==> src/rtl/press_counter_7seg.sv <==
// ============================================================================
// press_counter_7seg : press detector with auto-repeat, 00-99 BCD counter, 7-seg
// Revision 1.0
// ============================================================================
`default_nettype none

module press_counter_7seg #(
    parameter int c_Hold_Cycles   = 12500000,
    parameter int c_Repeat_Cycles = 2500000,
    parameter int c_Timer_Width   = 24
) (
    input  logic       i_Clk,
    input  logic       i_Rst_L,
    input  logic       i_Switch,
    input  logic       i_Clear,
    output logic [7:0] o_Count,
    output logic       o_Pulse,
    output logic [6:0] o_Seg_Tens,
    output logic [6:0] o_Seg_Ones
);

    localparam logic [1:0] c_ST_IDLE   = 2'd0;
    localparam logic [1:0] c_ST_HOLD   = 2'd1;
    localparam logic [1:0] c_ST_REPEAT = 2'd2;

    localparam logic [c_Timer_Width-1:0] c_HOLD_LAST   = c_Timer_Width'(c_Hold_Cycles - 1);
    localparam logic [c_Timer_Width-1:0] c_REPEAT_LAST = c_Timer_Width'(c_Repeat_Cycles - 1);
    localparam logic [c_Timer_Width-1:0] c_TIMER_ONE   = c_Timer_Width'(1);

    logic [1:0]               r_State;
    logic [c_Timer_Width-1:0] r_Timer;
    logic                     r_Sw_Q;
    logic [7:0]               r_Count;
    logic                     r_Pulse;
    logic [6:0]               r_Seg_Tens;
    logic [6:0]               r_Seg_Ones;

    logic [1:0]               w_State_Nxt;
    logic [c_Timer_Width-1:0] w_Timer_Nxt;
    logic                     w_Inc;
    logic                     w_Press;
    logic [7:0]               w_Count_Inc;
    logic [6:0]               w_Seg_Tens;
    logic [6:0]               w_Seg_Ones;

    function automatic logic [6:0] f_Decode(input logic [3:0] i_Bcd);
        case (i_Bcd)
            4'd0:    f_Decode = 7'b1000000;
            4'd1:    f_Decode = 7'b1111001;
            4'd2:    f_Decode = 7'b0100100;
            4'd3:    f_Decode = 7'b0110000;
            4'd4:    f_Decode = 7'b0011001;
            4'd5:    f_Decode = 7'b0010010;
            4'd6:    f_Decode = 7'b0000010;
            4'd7:    f_Decode = 7'b1111000;
            4'd8:    f_Decode = 7'b0000000;
            4'd9:    f_Decode = 7'b0010000;
            default: f_Decode = 7'b1111111;
        endcase
    endfunction

    assign w_Press = i_Switch & ~r_Sw_Q;

    // State register; count, pulse and segment decodes are registered alongside
    always_ff @(posedge i_Clk or negedge i_Rst_L) begin
        if (!i_Rst_L) begin
            r_State    <= c_ST_IDLE;
            r_Timer    <= '0;
            r_Sw_Q     <= 1'b0;
            r_Count    <= 8'h00;
            r_Pulse    <= 1'b0;
            r_Seg_Tens <= 7'b1000000;
            r_Seg_Ones <= 7'b1000000;
        end else begin
            r_State    <= w_State_Nxt;
            r_Timer    <= w_Timer_Nxt;
            r_Sw_Q     <= i_Switch;
            r_Pulse    <= w_Inc;
            r_Seg_Tens <= w_Seg_Tens;
            r_Seg_Ones <= w_Seg_Ones;
            if (i_Clear) begin
                r_Count <= 8'h00;
            end else if (w_Inc) begin
                r_Count <= w_Count_Inc;
            end
        end
    end

    // Release is checked before timer expiry so a drop on the expiry cycle never counts
    always_comb begin
        w_State_Nxt = r_State;
        w_Timer_Nxt = r_Timer;
        w_Inc       = 1'b0;
        case (r_State)
            c_ST_IDLE: begin
                if (w_Press) begin
                    w_Inc       = 1'b1;
                    w_Timer_Nxt = '0;
                    w_State_Nxt = c_ST_HOLD;
                end
            end
            c_ST_HOLD: begin
                if (!i_Switch) begin
                    w_State_Nxt = c_ST_IDLE;
                    w_Timer_Nxt = '0;
                end else if (r_Timer == c_HOLD_LAST) begin
                    w_Inc       = 1'b1;
                    w_Timer_Nxt = '0;
                    w_State_Nxt = c_ST_REPEAT;
                end else begin
                    w_Timer_Nxt = r_Timer + c_TIMER_ONE;
                end
            end
            c_ST_REPEAT: begin
                if (!i_Switch) begin
                    w_State_Nxt = c_ST_IDLE;
                    w_Timer_Nxt = '0;
                end else if (r_Timer == c_REPEAT_LAST) begin
                    w_Inc       = 1'b1;
                    w_Timer_Nxt = '0;
                end else begin
                    w_Timer_Nxt = r_Timer + c_TIMER_ONE;
                end
            end
            default: begin
                w_State_Nxt = c_ST_IDLE;
                w_Timer_Nxt = '0;
            end
        endcase
        if (i_Clear) begin
            w_State_Nxt = c_ST_IDLE;
            w_Timer_Nxt = '0;
            w_Inc       = 1'b0;
        end
    end

    always_comb begin
        w_Count_Inc = r_Count;
        if (r_Count[3:0] == 4'd9) begin
            w_Count_Inc[3:0] = 4'd0;
            w_Count_Inc[7:4] = (r_Count[7:4] == 4'd9) ? 4'd0 : r_Count[7:4] + 4'd1;
        end else begin
            w_Count_Inc[3:0] = r_Count[3:0] + 4'd1;
        end
        w_Seg_Tens = f_Decode(r_Count[7:4]);
        w_Seg_Ones = f_Decode(r_Count[3:0]);
    end

    assign o_Count    = r_Count;
    assign o_Pulse    = r_Pulse;
    assign o_Seg_Tens = r_Seg_Tens;
    assign o_Seg_Ones = r_Seg_Ones;

endmodule

`default_nettype wire

==> config.mk <==
export PLATFORM = sky130hd
export DESIGN_NAME = press_counter_7seg
export DESIGN_NICKNAME = d
export VERILOG_FILES = /design/src/rtl/press_counter_7seg.sv
export SDC_FILE = /design/constraint.sdc
export NUM_CORES = 1
export LEC_CHECK = 0
export ABC_CLOCK_PERIOD_IN_PS = 2700
export BUFFER_PORTS_ARGS = -buffer_cell sky130_fd_sc_hd__buf_2
export CORE_UTILIZATION = 48
export DETAILED_ROUTE_END_ITERATION = 7
export PLACE_DENSITY = 0.67
export SLEW_MARGIN = 10
export SYNTH_ARGS = -nofsm -noshare
export SYNTH_HDL_FRONTEND = slang
export SYNTH_SLANG_ARGS = --single-unit
==> constraint.sdc <==
create_clock -name i_Clk -period 2.7 [get_ports i_Clk]
set_clock_uncertainty 0.1 [all_clocks]
set_input_delay 0.135 -clock i_Clk [delete_from_list [all_inputs] [get_ports i_Clk]]
set_output_delay 0.135 -clock i_Clk [all_outputs]
set_load 0.1 [all_outputs]
==> impl_metrics.ini, run 1 <==
[flow_run]
cap_violations = 0

[power]
p_leak_nw = 1.42
p_seq_share_pct = 45.1
power_density_nw_per_um2 = 549
sw_frac_of_total_pct = 36.1
ir_drop_v = 0.000436
power.net_switching_mw = 0.649
p_clk_share_pct = 29.4
pwr-share-comb_pct = 25.5
p_int_mw = 1.15

[sta]
fin_crit_ps = 2240
setup_tns_ps = 0
report.final.slew_viol_count = 0
final_hold_viol_count = 0
period_share_pct = 82.9
grt_setup_unrepaired = no
worstMarginPinSlew_ps = 588
fmax_mhz = 447
hold_ws_ps = 94.2
slew_headroom_pct = 60.4
setup_viol = 0

[yosys]
ys_seq_area_share_pct = 42.4
yosys_warnings = 0
synth_nets = 334
ys_ff_latch = 50
syn_avg_cell_area_sq_um = 9.39
synth_ff_type = dfrtp_1
syn-cell-area_sq_um = 2960
ys_async_sr_fraction_pct = 100
synth_enable_flop_cells = 0
synth.distinct_cells = 55
syn_inst = 315

[min_path]
hold_class = input pin to flop

[cts]
tritoncts = built
cts_setup_buffers = 0
cts_buffer_depth = 2
clk_pin_slew_ps = 90
h-tree-depth = 2
cts_sinks = 50
clock_latency_ps = 300
cts-root-buf = clkbuf_8
cts_made_buffers = 5

[global_routing]
grt_pass1_vias = 2135
antenna_found_initial = 0
grt_usage_pct = 20.6
grt_max_degree = 27
grt_overflow = 0
grt_first_pass_wirelength_um = 10200

[drt]
num_vias = 2367
drc_errors = 0
highest_layer = met4
ant_nets = 0
wl_per_cell_um = 14.1
wl_um = 5900
first_iter_violations = 101
vias_per_cell = 5.65
first_pass_iters = 4
dr_wl_met3_um = 239
met1_length_um = 2890
route.met2.wl_um = 2680

[worst_setup_path]
path_class = flop to flop
crit_family = simple AND/OR/NAND/NOR gates
rr_endpoint = r_Timer[16]
cp-start-kind = flop
crit_start = r_Timer[14]
cp-endpoint = r_Timer[16]
max_stage_delay_ps = 440
critical_path_buf_inv_count = 1
critPathCaptureType = flop
worstSetupPathDepth = 6
critical_path_arrival_ps = 2330
rr_startpoint = r_Timer[14]
critPathMaxFanout = 17
crit_slowest_cell = dfrtp_1
worstPathCellList = nor4bb_1 > and4_1 > a31oi_4 > nor3_4 > buf_4 > nor2_1
rrSetupSlack_ps = 460
required_ps = 2790
worstRegToRegCells = 6

[cells_and_area]
antennaDiodeCount = 0
finalCoreUtilization_pct = 55.3
layout_commonest_cell = dfrtp_1
mostFrequentLayoutCells = dfrtp_1 (48), nor2_1 (35), nand2_1 (34), buf_2 (26)
multiInputGateArea_sq_um = 1590
ff_latch_area_sq_um = 1250
area_growth_pct = 10.7
nets = 362
drive_gt1_share_pct = 16.6
fillers = 566

[place]
placement.io_buffers = 26
dpl.hpwl_um = 4270
gp_congestion = 0.844

[floorplan]
chipHeight_um = 80.5
num_rows = 28
start_util_pct = 50.0
io_pins = 27
core_sq_um = 5920
fp.dieArea_sq_um = 6480
die_w_um = 80.5

[status]
status = complete, no violations
==> sequential cells by signal, summed over array words and instances, names as in the netlist <==
register and count:
o_Pulse 1, o_Seg_Ones 7, o_Seg_Tens 7, r_Sw_Q 1, o_Count 8, r_State 2
r_Timer 24
==> cell type report <==
class,instances,area share (%)
flip-flops and latches,50,38.3
clock buffers,6,2.22
multi-input cells,241,48.5
clock inverters,2,1.15
well taps,75,2.86
repair buffers,32,5.50
inverters,13,1.49
==> synthesized netlist by cell type, types with 6 or more instances <==
cell       n  area [sq um]
inv_1     13          48.8
ha_1      15           188
a21oi_1   11          55.1
o21ai_0   15          75.1
xor2_1    10          87.6
clkbuf_1   6          22.5
nand3_1   14          70.1
and3_1     6          37.5
dfrtp_1   48          1200
nand2_1   34           128
o211ai_1  10          75.1
xnor2_1    7          61.3
nor2_1    35           131
==> per-layer routing <==
metal,global-route usage (%),vias to the layer above
li1,-,1176
met1,29.0,1135
met2,31.4,49
met3,4.43,7
met4,6.43,0
met5,0,-
==> through the flow <==
| stage | cell area, sq um | total power, mW | std cells | setup slack (ps) |
|---|---|---|---|---|
| 2_1_floorplan | 2960 | 1.20 | 315 | 347 |
| 3_3_place_gp | 3150 | 1.28 | 409 | 550 |
| 3_5_place_dp | 3150 | 1.28 | 409 | 518 |
| 4_1_cts | 3280 | 1.81 | 419 | 488 |
| 5_1_grt | 3280 | 1.88 | 419 | 307 |
| 6_report | 3280 | 1.80 | 419 | 463 |
==> worst min-delay path by stage <==
stage | end | start | slack, ps | cells past startpoint
detailed placement | o_Seg_Ones[4] | i_Rst_L | 60 | 1
global route | r_State[0] | i_Clear | 100 | 2
global placement | o_Seg_Ones[4] | i_Rst_L | 50 | 1
CTS | r_State[0] | i_Clear | 90 | 2
floorplan | o_Count[0] | i_Rst_L | -260 | 0
finish | r_State[0] | i_Clear | 90 | 2
==> power groups by stage <==
stage | clock network [mW] | registers (mW) | logic (mW)
after detailed placement | 0 | 0.824 | 0.459
after global routing | 0.582 | 0.815 | 0.487
after CTS | 0.543 | 0.810 | 0.462
final | 0.529 | 0.810 | 0.458
after global placement | 0 | 0.825 | 0.456
after floorplan | 0 | 1.08 | 0.122
==> cell families after synthesis <==
family	Yosys count	synth area share [%]
adders and majority gates	15	6.35
and+or+nand+nor	144	26.8
AOI/OAI and AO/OA	61	14.2
buffers and inverters	24	3.89
xor gates and xnor gates	17	5.03
muxes	4	1.35
DFF	50	42.4
==> repair_timing <==
item / CTS / global route
resized for setup: 0 / 0
hold buffers: 2 / 0
hold endpoints to repair: 24 / 0
(Power assumes the default switching activity.)
==> run 2: changes to the inputs <==
--- a/config.mk
+++ b/config.mk
@@ -5,11 +5,11 @@
 export SDC_FILE = /design/constraint.sdc
 export NUM_CORES = 1
 export LEC_CHECK = 0
-export ABC_CLOCK_PERIOD_IN_PS = 2700
+export ABC_CLOCK_PERIOD_IN_PS = 1850
 export BUFFER_PORTS_ARGS = -buffer_cell sky130_fd_sc_hd__buf_2
 export CORE_UTILIZATION = 48
 export DETAILED_ROUTE_END_ITERATION = 7
-export PLACE_DENSITY = 0.67
+export PLACE_DENSITY = 0.69
 export SLEW_MARGIN = 10
 export SYNTH_ARGS = -nofsm -noshare
 export SYNTH_HDL_FRONTEND = slang
==> constraint.sdc (replaced) <==
create_clock -name i_Clk -period 1.85 [get_ports i_Clk]
set_clock_uncertainty 0.1 [all_clocks]
set_input_delay 0.0925 -clock i_Clk [delete_from_list [all_inputs] [get_ports i_Clk]]
set_output_delay 0.0925 -clock i_Clk [all_outputs]
set_load 0.1 [all_outputs]
==> run 2 against run 1 <==
  * The run now ends with negative setup slack left
  * Total power grew 45%
  * Combinational power grew 63%
  * Largest cell class unchanged
  * Sequential share of layout area shrank 5.5 points
  * Largest power group unchanged
  * Utilization grew 10 points
  * Final cell count grew 12%
  * Register-to-register slack lost 590 ps
  * Non-clock buffer count grew 49
  * Worst hold slack lost 22 ps
  * Via count grew 8.6%
  * Wire length grew 19%
  * Count of clock-buffer cells in the layout is the same
==> impl_metrics.ini, run 2 (synthesized netlist as in run 1, its figures left out) <==
[floorplan]
io_pins = 27
core_sq_um = 5920
die_w_um = 80.5
num_rows = 28
fp.dieArea_sq_um = 6480
start_util_pct = 50.0
chipHeight_um = 80.5

[sta]
period_share_pct = 107
fin_crit_ps = 1980
worstMarginPinSlew_ps = 487
report.final.slew_viol_count = 0
layout_setup_ws_ps = -128
setup_viol = 30
fmax_mhz = 505
grt_setup_unrepaired = yes
slew_headroom_pct = 67.2
final_hold_viol_count = 0

[global_routing]
grt_overflow = 0
grt_first_pass_wirelength_um = 11800
grt_max_degree = 26
grt_pass1_vias = 2541
grt_usage_pct = 23.6
antenna_found_initial = 0

[status]
status = complete, but fails checks
failed_checks = negative setup slack

[drt]
first_iter_violations = 188
drc_errors = 0
num_vias = 2570
vias_per_cell = 5.48
ant_nets = 0
wl_per_cell_um = 14.9
first_pass_iters = 4
wl_um = 7000

[cts]
cts-root-buf = clkbuf_8
tritoncts = built
cts_made_buffers = 5
h-tree-depth = 2
clk_pin_slew_ps = 100
cts_sinks = 50
cts_buffer_depth = 2
clock_latency_ps = 300

[worst_setup_path]
required_ps = 1940
cpMostUsedCell = buf_12
cp-start-kind = flop
max_stage_delay_ps = 400
path_class = flop to flop
critical_path_buf_inv_count = 3
worstPathCellList = nor4bb_2 > buf_4 > and4_4 > a21oi_4 > buf_12 > nor3_4 > buf_12 > a21oi_1
crit_slowest_cell = dfrtp_1
critPathMaxFanout = 12
crit_family = simple AND/OR/NAND/NOR gates
critical_path_arrival_ps = 2070
critPathCaptureType = flop

[cells_and_area]
regMostFlops = r_Timer
mostFrequentLayoutCells = buf_4 (46), dfrtp_1 (39), nand2_1 (34), nor2_1 (28), buf_2 (26)
antennaDiodeCount = 0
layout_commonest_cell = buf_4
area_growth_pct = 31.7
drive_gt1_share_pct = 37.1
nets = 412
largest_reg_flops = 24
finalCoreUtilization_pct = 65.8

[power]
ir_drop_v = 0.000663
power_mw = 2.61
p_clk_share_pct = 25.9
p_leak_nw = 1.78
p_int_mw = 1.62
p_seq_share_pct = 45.5
power.net_switching_mw = 0.992
power_density_nw_per_um2 = 671
sw_frac_of_total_pct = 38.0
pwr-share-comb_pct = 28.6

[place]
dpl.hpwl_um = 4990
gp_congestion = 0.952
placement.io_buffers = 26

[min_path]
hold_class = input pin to flop

[flow_run]
cap_violations = 0
run 2: final cells by class:
class / instances / area, sq um
clock inverter: 2 / 12.5
tap: 75 / 93.8
clock buffer: 6 / 82.6
multi-input combinational: 242 / 1790
timing repair buffer: 81 / 592
sequential: 50 / 1270
fill: 451 / 2030
inverter: 13 / 48.8
run 2: repair_timing:
item | in CTS | in global routing
endpoints found under the setup margin | 35 | 35
hold buffers | 2 | 0
pin swaps | 16 | 14
buffers inserted | 6 | 2
gates cloned | 1 | 0
resized for setup | 24 | 23
hold endpoints to repair | 51 | 0
run 2: metal layers:
metal / share of wire [%] / track usage (%) / wire length (um)
met5: 0 / 0 / 0
met4: 1.4 / 6.43 / 95
met3: 2.5 / 4.09 / 173
met2: 46 / 38.1 / 3250
met1: 50 / 32.5 / 3480
run 2: worst register-to-register path, delay by kind of cell (launching register included):
family                 cells  cell delay, ps
AND/OR/NAND/NOR            3             770
AO/OA/AOI/OAI              2             120
buffers and inverters      3             470
flip-flops                 1             400
run 2: path summary, 6_finish.rpt:
| kind | start | endpoint | slack, ps | depth (start not counted) |
|---|---|---|---|---|
| worst min-delay path | i_Clear | o_Count[2] | 70 | 4 |
| min in group asynchronous | i_Rst_L | o_Seg_Ones[4] | 220 | 3 |
| worst min register to register | r_Timer[12] | r_Timer[12] | 480 | 2 |
| worst max register to register | r_Timer[16] | r_Timer[21] | -130 | 8 |
| worst max-delay path | r_Timer[16] | r_Timer[21] | -130 | 8 |
| max in group asynchronous | i_Rst_L | o_Seg_Tens[6] | 1130 | 3 |
run 2: through the flow:
step	setup slack [ps]	hold slack (ps)	std cells	TNS, ps	area (sq um)
floorplan	-47.6	-303	315	-510	3000
global placement	-153	11.3	451	-2840	3520
detailed placement	-215	18.5	451	-5550	3520
global route	-208	101	469	-5350	3890
CTS	-77.3	66.4	467	-1490	3790
finish	-128	72.6	469	-2620	3890
run 2: power groups by stage:
stage / Sequential (mW) / Clock [mW] / Combinational [mW]
floorplan: 1.58 / 0 / 0.184
global placement: 1.21 / 0 / 0.706
detailed placement: 1.21 / 0 / 0.710
CTS: 1.19 / 0.695 / 0.731
global route: 1.20 / 0.736 / 0.790
finish: 1.19 / 0.676 / 0.748
